<file path="src/rtl/arb_pkg.sv">
// Shared types and constants for the eight-way round-robin arbiter.
package arb_pkg;

    localparam int NUM_REQ = 8;
    localparam int IDX_W   = 3;

    typedef enum logic {
        ARB_IDLE,
        ARB_GRANT
    } arb_state_t;

    // Pointer value after reset: the first search then starts at requester 0.
    localparam logic [IDX_W-1:0] LAST_RST = 3'd7;

endpackage

</file>
<file path="src/rtl/onehot_dec3to8.sv">
// 3-bit index to 8-bit one-hot decoder; purely combinational.
module onehot_dec3to8
    import arb_pkg::*;
(
    input  logic [IDX_W-1:0]   idx_i,
    output logic [NUM_REQ-1:0] onehot_o
);

    // Set exactly the bit selected by the index.
    always_comb begin
        onehot_o        = '0;
        onehot_o[idx_i] = 1'b1;
    end

endmodule

</file>
<file path="src/rtl/rr_arbiter8.sv">
// Round-robin arbiter for eight requesters with registered one-hot grant.
// Optional forced release after TIMEOUT_CYCLES grant cycles is built only
// when the ARB_TIMEOUT_EN macro is defined; otherwise timeout is tied low.
module rr_arbiter8
    import arb_pkg::*;
#(
    parameter int TIMEOUT_CYCLES = 16
) (
    input  logic               clk,
    input  logic               rst_n,
    input  logic [NUM_REQ-1:0] req,
    input  logic               done,
    output logic [NUM_REQ-1:0] grant,
    output logic [IDX_W-1:0]   grant_idx,
    output logic               busy,
    output logic               timeout
);

    arb_state_t          state_q;
    logic [NUM_REQ-1:0]  grant_q;
    logic [IDX_W-1:0]    idx_q;
    logic                busy_q;
    logic [IDX_W-1:0]    last_q;

    logic                win_found;
    logic [IDX_W-1:0]    win_idx;
    logic [NUM_REQ-1:0]  win_onehot;
    logic                hold_req;
    logic                expire;
    logic                release_ev;
    logic                load;

    // Rotating-priority search starting just after the last granted index.
    // Offsets are scanned from farthest to nearest so the nearest set bit
    // is the one left standing; offset NUM_REQ lands on last_q itself,
    // which gives the previous holder lowest priority.
    always_comb begin
        logic [IDX_W-1:0] cand;
        cand      = '0;
        win_found = 1'b0;
        win_idx   = '0;
        for (int k = NUM_REQ; k >= 1; k--) begin
            cand = last_q + IDX_W'(k);
            if (req[cand]) begin
                win_found = 1'b1;
                win_idx   = cand;
            end
        end
    end

    onehot_dec3to8 u_dec (
        .idx_i    (win_idx),
        .onehot_o (win_onehot)
    );

    assign hold_req = req[idx_q];

`ifdef ARB_TIMEOUT_EN
    logic [7:0] cnt_q;
    logic       timeout_q;
    logic       to_fire;

    assign expire  = (cnt_q == 8'(TIMEOUT_CYCLES - 1));
    // Only a release caused solely by expiry is reported as a timeout.
    assign to_fire = (state_q == ARB_GRANT) && expire && !done && hold_req;

    // Hold counter: cleared on every new grant, counts grant cycles.
    always_ff @(posedge clk or negedge rst_n) begin
        if (!rst_n) begin
            cnt_q     <= '0;
            timeout_q <= 1'b0;
        end else begin
            timeout_q <= to_fire;
            if (load)
                cnt_q <= '0;
            else if (state_q == ARB_GRANT)
                cnt_q <= cnt_q + 8'd1;
        end
    end

    assign timeout = timeout_q;
`else
    assign expire  = 1'b0;
    assign timeout = 1'b0;
`endif

    // In GRANT last_q already equals idx_q, so the search above is the
    // post-release search as well.
    assign release_ev = done || !hold_req || expire;
    assign load       = win_found && ((state_q == ARB_IDLE) || release_ev);

    // Two-state FSM with registered grant, index, busy and pointer.
    always_ff @(posedge clk or negedge rst_n) begin
        if (!rst_n) begin
            state_q <= ARB_IDLE;
            grant_q <= '0;
            idx_q   <= '0;
            busy_q  <= 1'b0;
            last_q  <= LAST_RST;
        end else begin
            case (state_q)
                ARB_IDLE: begin
                    if (load) begin
                        state_q <= ARB_GRANT;
                        grant_q <= win_onehot;
                        idx_q   <= win_idx;
                        busy_q  <= 1'b1;
                        last_q  <= win_idx;
                    end
                end
                ARB_GRANT: begin
                    if (load) begin
                        grant_q <= win_onehot;
                        idx_q   <= win_idx;
                        last_q  <= win_idx;
                    end else if (release_ev) begin
                        state_q <= ARB_IDLE;
                        grant_q <= '0;
                        idx_q   <= '0;
                        busy_q  <= 1'b0;
                    end
                end
                default: state_q <= ARB_IDLE;
            endcase
        end
    end

    assign grant     = grant_q;
    assign grant_idx = idx_q;
    assign busy      = busy_q;

    // Grant must never have more than one bit set.
    a_onehot: assert property (@(posedge clk) disable iff (!rst_n) $onehot0(grant_q));

    // Busy tracks a non-empty grant.
    a_busy: assert property (@(posedge clk) disable iff (!rst_n) busy_q == (grant_q != '0));

    // Timeout length must stay inside the counter's range.
    a_param: assert property (@(posedge clk)
        (TIMEOUT_CYCLES >= 2) && (TIMEOUT_CYCLES <= 256));

endmodule

</file>
<file path="config.mk">
export PLATFORM = sky130hd
export DESIGN_NAME = rr_arbiter8
export DESIGN_NICKNAME = d
export VERILOG_FILES = /design/src/rtl/arb_pkg.sv /design/src/rtl/onehot_dec3to8.sv /design/src/rtl/rr_arbiter8.sv
export SDC_FILE = /design/constraint.sdc
export NUM_CORES = 1
export LEC_CHECK = 0
export CAP_MARGIN = 5
export CORE_MARGIN = 3
export CORE_UTILIZATION = 40
export CTS_BUF_LIST = sky130_fd_sc_hd__clkbuf_16
export DETAILED_ROUTE_END_ITERATION = 12
export DONT_BUFFER_PORTS = 1
export PLACE_DENSITY = 0.57
export SLEW_MARGIN = 5
export SYNTH_ARGS = -nofsm -noshare
export SYNTH_HDL_FRONTEND = slang
export SYNTH_SLANG_ARGS = --single-unit
</file>
<file path="constraint.sdc">
create_clock -name clk -period 4 [get_ports clk]
set_clock_uncertainty 0.2 [all_clocks]
set_input_delay 0.2 -clock clk [delete_from_list [all_inputs] [get_ports clk]]
set_output_delay 0.2 -clock clk [all_outputs]
set_load 0.03 [all_outputs]
</file>
# --- After elaboration in Yosys (flattened, before gate mapping) ---
# Index checks and enable logic that the tools add are counted.
word_totals:
  ff_bits: 16
  elab_cells: 87
  out_inout_bits: 13
  input_bits: 11
classes:
  n_addsub: 7
  n_mux: 52
  n_reduce_logical: 7
  bitwise: 1
  n_eq_ne: 4
  magnitude_cmp: 11
ops:
  columns: ["cell", "n"]
  rows:
  - ["$lt 3x4->1 const B", 10]
  - ["$mux 3", 11]
  - ["$bmux 1 s3", 9]
  - ["$mux 1", 24]
  - ["$mux 8", 3]
  - ["$pmux 8 s2", 1]
  - ["$add 3x3->3 const B", 4]
  - ["$add 3x2->3 const B", 2]
  - ["$pmux 3 s2", 1]
  - ["$ne 2x2->1 const B", 2]
  - ["$pmux 1 s2", 2]
  - ["$add 3x1->3 const B", 1]
  - ["$demux 1 s3", 1]
  - ["$ge 3x1->1 const B", 1]
  - ["$ne 3x1->1 const B", 1]
  - ["$reduce_and 3->1", 1]
  - ["$logic_and 1x1->1", 2]
  - ["$logic_or 1x1->1", 2]
  - ["$ne 2x1->1 const B", 1]
  - ["$reduce_and 2->1", 1]
  - ["$logic_not 1->1", 1]
  - ["$not 1->1", 1]

# --- Longest topological paths before layout ---
# Gate-level depths: netlist of the first run.
logic_depth:
  depth_word: 16
  depth_mapped: 15
  depth_no_buf: 9

# --- Modules after synthesis ---
# A second synthesis of the first run with hierarchy kept.
hier_totals:
  cells_unflattened: 148
  area_unflattened_um2: 1532.7
by_module_without_submodules:
  columns: ["module", "area_per_inst_um2", "instances", "cells_each", "seq_area_each_um2"]
  rows:
  - ["rr_arbiter8", 1467.7, 1, 140, 404.1]
  - ["onehot_dec3to8", 65.1, 1, 8, 0.0]

# --- Least setup slack after synthesis of the first run ---
# Ideal clock, no wire load.
synth_timing:
  path_kind: "reg-to-reg"
  startpoint: "reg last_q[1]"
  endpoint: "reg grant_q[4], in the netlist grant[4]"
  setup_ps: 121
  path_stages_with_launch: 13
  t_required_ps: 3679
  slack_ps: 249
  path_buffers: 3
  arrival_time_ps: 3430
  period_less_slack_ps: 3751
  cell_sequence: "dfstp_2 buf_2 buf_2 inv_1 ha_1 buf_6 mux2_1 mux4_2 or4_1 a211o_4 o311ai_1 nor2b_2 a22o_1"
synth_between:
  elab_chain_len: 16
  word_cells_on_any_way: 51
  classes_between: "7 x add/sub; 2 x order compare; 2 x eq/ne; 37 x mux; 3 x reduce/logical"
synth_lines:
  columns: ["element", "line", "rtl"]
  rows:
  - ["from (decl)", "rr_arbiter8.sv:23", "logic [IDX_W-1:0] last_q;"]
  - ["from (signal assigned)", "rr_arbiter8.sv:108", "last_q <= win_idx;"]
  - ["from (signal assigned)", "rr_arbiter8.sv:115", "last_q <= win_idx;"]
  - ["$add 3x3->3 or $bmux 1 s3 (tied branches)", "rr_arbiter8.sv:43, rr_arbiter8.sv:44", null]
  - ["$bmux 1 s3 or $mux 1 (tied branches)", "rr_arbiter8.sv:44", "if (req[cand]) begin"]
  - ["$mux 1 (not written as such) or $mux 3 (tied branches)", "rr_arbiter8.sv:44", null]
  - ["$mux 3 (7 in a row)", "rr_arbiter8.sv:44", null]
  - ["$lt 3x4->1 (not written as such) or $ge 3x1->1 (tied branches)", "onehot_dec3to8.sv:12", "onehot_o[idx_i] = 1'b1;"]
  - ["$logic_and 1x1->1 (not written as such)", "onehot_dec3to8.sv:12", null]
  - ["$mux 1 (not written as such)", "onehot_dec3to8.sv:12", null]
  - ["$demux 1 s3", null, null]
  - ["$mux 8 (on tied branches)", "rr_arbiter8.sv:112, rr_arbiter8.sv:103", null]
  - ["$pmux 8 s2", "rr_arbiter8.sv:101", "case (state_q)"]
  - ["to (signal assigned)", "rr_arbiter8.sv:105", "grant_q <= win_onehot;"]
  - ["to (signal assigned)", "rr_arbiter8.sv:113", "grant_q <= win_onehot;"]
  - ["to (decl)", "rr_arbiter8.sv:20", "logic [NUM_REQ-1:0] grant_q;"]
# Several ways; a longest one is shown, not always the timed one. The select of a mux whose other input is x is not followed.
# A chain may end at the register's enable or synchronous reset.

# --- Worst setup path in the final report of the first run ---
# Same ends and word-level chain as after synthesis.

==> results of run 1 <==
## what timing repair did
| action | 4_1_cts | 5_1_grt |
|---|---|---|
| hold buffers | 1 | 0 |
| resized for setup | 0 | 0 |
| hold endpoints to repair | 16 | 0 |
## critical path, delay by kind of cell, from the launching register on
family          cells  cell delay [ns]
simple gates        1             0.43
compound gates      3             0.95
buf+inv             1             0.07
fa+ha+maj           1             0.55
mux                 2             0.87
flops               1             0.52
## layout by cell type, fill, tap and decap left out, types with 4 or more instances in the layout
cell and n:
buf_4 5, dfrtp_1 13, nand2_1 14, a22o_1 4, a32o_1 4, mux2i_1 12, mux4_2 24, mux2_2 4
mux2_1 7, a21oi_1 6, inv_1 7, nor2_1 9
## synth_stat cells (all sizes together), types with 3 or more instances
cell	instances	area share [%]
a21o	3	1.1
mux2	12	6.7
buf	14	4.6
nor2	10	1.9
clkbuf	8	1.5
dfrtp	13	16
mux2i	13	6.5
nand2	15	3.1
o21ai	6	1.6
inv	8	1.5
a32o	5	2.5
nor4	4	2.2
a21oi	6	1.5
dfstp	3	3.8
and2	3	0.91
a22o	4	1.7
nor2b	3	1.0
mux4	24	26
## metal layers
| metal | track usage, % | vias to the layer above |
|---|---|---|
| met4 | 3.915 | 0 |
| li1 | - | 730 |
| met2 | 28.68 | 56 |
| met3 | 3.712 | 8 |
| met5 | 0 | - |
| met1 | 25.48 | 829 |
## cell families after synthesis
| kind of cell | share of synthesized area, % |
|---|---|
| flops | 19.61 |
| other cells | 0.1820 |
| mux | 39.47 |
| buf+inv | 7.468 |
| fa+ha+maj | 1.214 |
| xor+xnor | 1.640 |
| compound gates | 18.40 |
| simple gates | 12.02 |
## flip-flops by register name (all words and copies together), names as in the netlist
register	flops
busy	1
grant	8
grant_idx	3
last_q	3
state_q	1
## stage by stage
| stage | hold WS (ns) | worst slack (ns) | utilization (%) | area [sq um] | std cells |
|---|---|---|---|---|---|
| 6_report | 0.1858 | 0.3510 | 44.28 | 2147 | 246 |
| 5_1_grt | 0.2495 | 0.1935 | 44.28 | 2147 | 246 |
| 4_1_cts | 0.1877 | 0.3640 | 44.28 | 2147 | 246 |
| 3_5_place_dp | -0.2953 | 0.3857 | 42.45 | 2058 | 241 |
| 3_3_place_gp | -0.2952 | 0.4299 | 42.45 | 2058 | 241 |
| 2_1_floorplan | -0.2956 | 0.2494 | - | 2061 | 191 |
## how the worst min path moves through the flow
stage | from | end | slack (ns) | cells past startpoint
2_1_floorplan | rst_n | busy | -0.30 | 0
3_3_place_gp | rst_n | grant[7] | -0.30 | 0
3_5_place_dp | rst_n | grant[7] | -0.30 | 0
4_1_cts | done | last_q[0] | 0.19 | 4
5_1_grt | done | last_q[0] | 0.25 | 4
6_report | done | last_q[0] | 0.19 | 4
## final cells by class
type                    instances  area, sq um  share of cell area, %
clock inverters                 1        3.754                 0.1748
well taps                      67        83.83                  3.904
flip-flops and latches         16        404.1                  18.82
clock buffers                   3        75.07                  3.497
multi-input cells             145         1503                  69.99
repair buffers                  6        47.55                  2.214
inverters                       8        30.03                  1.399
==> results.cfg, run 1 <==
[routing]
drc = 0
route.met3.wl_um = 322
top_layer = met4
met1_length_mm = 2.266
avgRoutedWirePerCell_um = 21.21
routed_wl_mm = 5.217
wl_met2_mm = 2.563
drtPass1Iterations = 4
vias = 1623
routed_via_density = 6.598
drt-initial-drc-count = 117
ant_nets = 0

[clock_network]
cts-buffers-inserted = 3
clk_pin_slew_ns = 0.05
clock_sinks = 16
cts_tree = yes
clk_path_buf_depth = 2
cts-root-buf = clkbuf_16
clock_latency_ns = 0.25
cts_setup_buffers = 0
htreeDepth = 1

[critical_path]
cp.arrival_ns = 3.63
start_kind = flip-flop
crit_slowest_cell = ha_1
required_ns = 3.98
critPathKind = flip-flop to flip-flop
rr_worst_depth = 8
worstPathMaxFanout = 11
reg2reg_to = grant[4]
worst_path_largest_cell_delay_ns = 0.55
worstPathCellList = inv_1 -> ha_1 -> mux2_1 -> mux4_2 -> or4_1 -> a211o_4 -> o21ai_2 -> a22o_1
r2r_start = last_q[1]
cp-endpoint = grant[4]
r2r_slack_ns = 0.35
endpoint_kind = flip-flop
critPathLaunch = last_q[1]

[synthesis]
synthDistinctLibCells = 61
syn_avg_cell_area_sq_um = 10.79
ys_ff_latch = 16
async_flop_share_pct = 100.0
syn_area_sq_um = 2061
syn_nets = 204
seq_area_frac_synth_pct = 19.61
synth_edf_count = 0
synth_top_flop_cell = dfrtp_1
syn_inst = 191
ys_warn_count = 0

[min_path]
hp-class = input pin to flip-flop

[global_route]
grt_usage_pct = 18.11
grt_max_degree = 24
first_global_vias = 1673
grt-ovfl-total = 0
grt_pass1_wl_mm = 8.838
antenna_found_initial = 0

[finish]
antenna-diode-count = 0
nFillCells = 437
layout.nets = 193
layout-drive-gt1-share_pct = 30.17
synthToLayoutAreaGrowth_pct = 4.189

[placed_design]
gp_congestion = 0.9205
hpwl_mm = 3.716
port_buffers = 0

[timing]
grt_setup_unrepaired = false
hold_viol_final = 0
maxSlewHeadroom_pct = 39.84
fin_crit_sh_pct = 91.23
fin_tns_setup_ns = 0
slew_violations = 0
setup_viol = 0
period_needed_ns = 3.649
fmax_ghz = 0.2740
tightestPinTransition_ns = 0.8884

[flow_run]
cap_viol_max_count = 0

[floorplanning]
core_area_sq_um = 4848
die_w_um = 77.78
fp.dieH_um = 77.78
initial_core_util_pct = 42.50
rows = 25
io_pins = 24
die_area_sq_um = 6049

[run_status]
status = finished clean
Power of run 1 is left out: the tool's default activity adds up to more than one toggle a clock period on the data nets, which glitch-free logic cannot reach.
==> inputs of run 2 (changes only) <==
- CTS_BUF_LIST: sky130_fd_sc_hd__clkbuf_16 -> default
==> results.cfg, run 2 (same netlist as run 1, synthesis figures left out) <==
[clock_network]
htreeDepth = 1
cts-root-buf = clkbuf_8
clock_latency_ns = 0.25
cts_resized = 0
clock_sinks = 16
cts_tree = yes
clk_pin_slew_ns = 0.06
cts-buffers-inserted = 3
clk_path_buf_depth = 2

[finish]
synthToLayoutAreaGrowth_pct = 3.036
design_area_sq_um = 2123
layout_common_cells = mux4_2 (24), nand2_1 (14), dfrtp_1 (13)
layout.nets = 193
antenna-diode-count = 0
layout-drive-gt1-share_pct = 30.73
final_common_cell = mux4_2
fin_util_pct = 43.79
largest_register_ffs = 8

[floorplanning]
initial_core_util_pct = 42.50
rows = 25
die_w_um = 77.78
io_pins = 24
die_area_sq_um = 6049
fp.dieH_um = 77.78
core_area_sq_um = 4848

[routing]
drt-initial-drc-count = 95
routed_via_density = 6.711
routed_wl_mm = 5.173
ant_nets = 0
drc = 0
avgRoutedWirePerCell_um = 21.03
drtPass1Iterations = 4
vias = 1651

[flow_run]
cap_viol_max_count = 0

[timing]
maxSlewHeadroom_pct = 40.43
slew_violations = 0
fmax_ghz = 0.2740
setup_viol = 0
period_needed_ns = 3.650
grt_setup_unrepaired = false
hold_viol_final = 0
tightestPinTransition_ns = 0.8796
fin_crit_sh_pct = 91.26
fin_tns_setup_ns = 0

[global_route]
first_global_vias = 1684
antenna_found_initial = 0
grt_pass1_wl_mm = 8.838
grt-ovfl-total = 0
grt_usage_pct = 18.13
grt_max_degree = 24

[placed_design]
hpwl_mm = 3.716
gp_congestion = 0.9205
placedInstanceArea_sq_um = 2058
port_buffers = 0

[critical_path]
cp.arrival_ns = 3.63
start_kind = flip-flop
critPathKind = flip-flop to flip-flop
worstPathMaxFanout = 11
endpoint_kind = flip-flop
required_ns = 3.98

[run_status]
status = finished clean

[min_path]
hp-class = input pin to flip-flop
-- run 2: changes by cell type in the layout (fill, tap and decap cells not counted), sizes merged --
cell / before / now
clkinv: 1 / 0
clkbuf: 3 / 4
-- run 2: layer usage --
layer  vias to the layer above  share of wire, %  track usage [%]
met5                         -                 0                0
li1                        730                 -                -
met1                       832                43            25.18
met2                        83                49            28.85
met3                         6               7.9            4.060
met4                         0              0.95            3.915
-- run 2: worst max-delay path: stages (launching register included) --
cell and delay [ns]:
dfstp_2 0.53, inv_1 0.07, ha_1 0.55, mux2_1 0.37, mux4_2 0.50, or4_1 0.43, a211o_4 0.33, o21ai_2 0.40
nand2_1 0.11, nand2_1 0.10
-- run 2: final timing paths --
kind,from,cells after the start,slack [ns],end
min,done,4,0.19,last_q[0]
max in group asynchronous,rst_n,1,2.89,grant_idx[2]
min in group asynchronous,rst_n,1,0.25,grant[5]
max,last_q[1],9,0.35,grant_idx[2]
min reg2reg,state_q,1,0.31,busy
max reg2reg,last_q[1],9,0.35,grant_idx[2]
-- run 2: stage by stage --
stage	hold slack [ns]	std cells	setup WS [ns]
final	0.1861	246	0.3497
after detailed placement	-0.2953	241	0.3857
after global placement	-0.2952	241	0.4299
after CTS	0.1809	246	0.3612
after global routing	0.2371	246	0.1895
after floorplan	-0.2956	191	0.2494
-- run 2: layout make-up --
class,instances,area (sq um)
repair buffers,6,47.55
inverters,8,30.03
clock buffers,4,55.05
well taps,67,83.83
multi-input cells,145,1503
flip-flops and latches,16,404.1
fillers,438,2725
-- run 2: timing repair --
action	4_1_cts	5_1_grt
setup buffers	0	0
hold buffers	1	0
endpoints found under the hold margin	16	0
Power of run 2 is left out for the same reason.
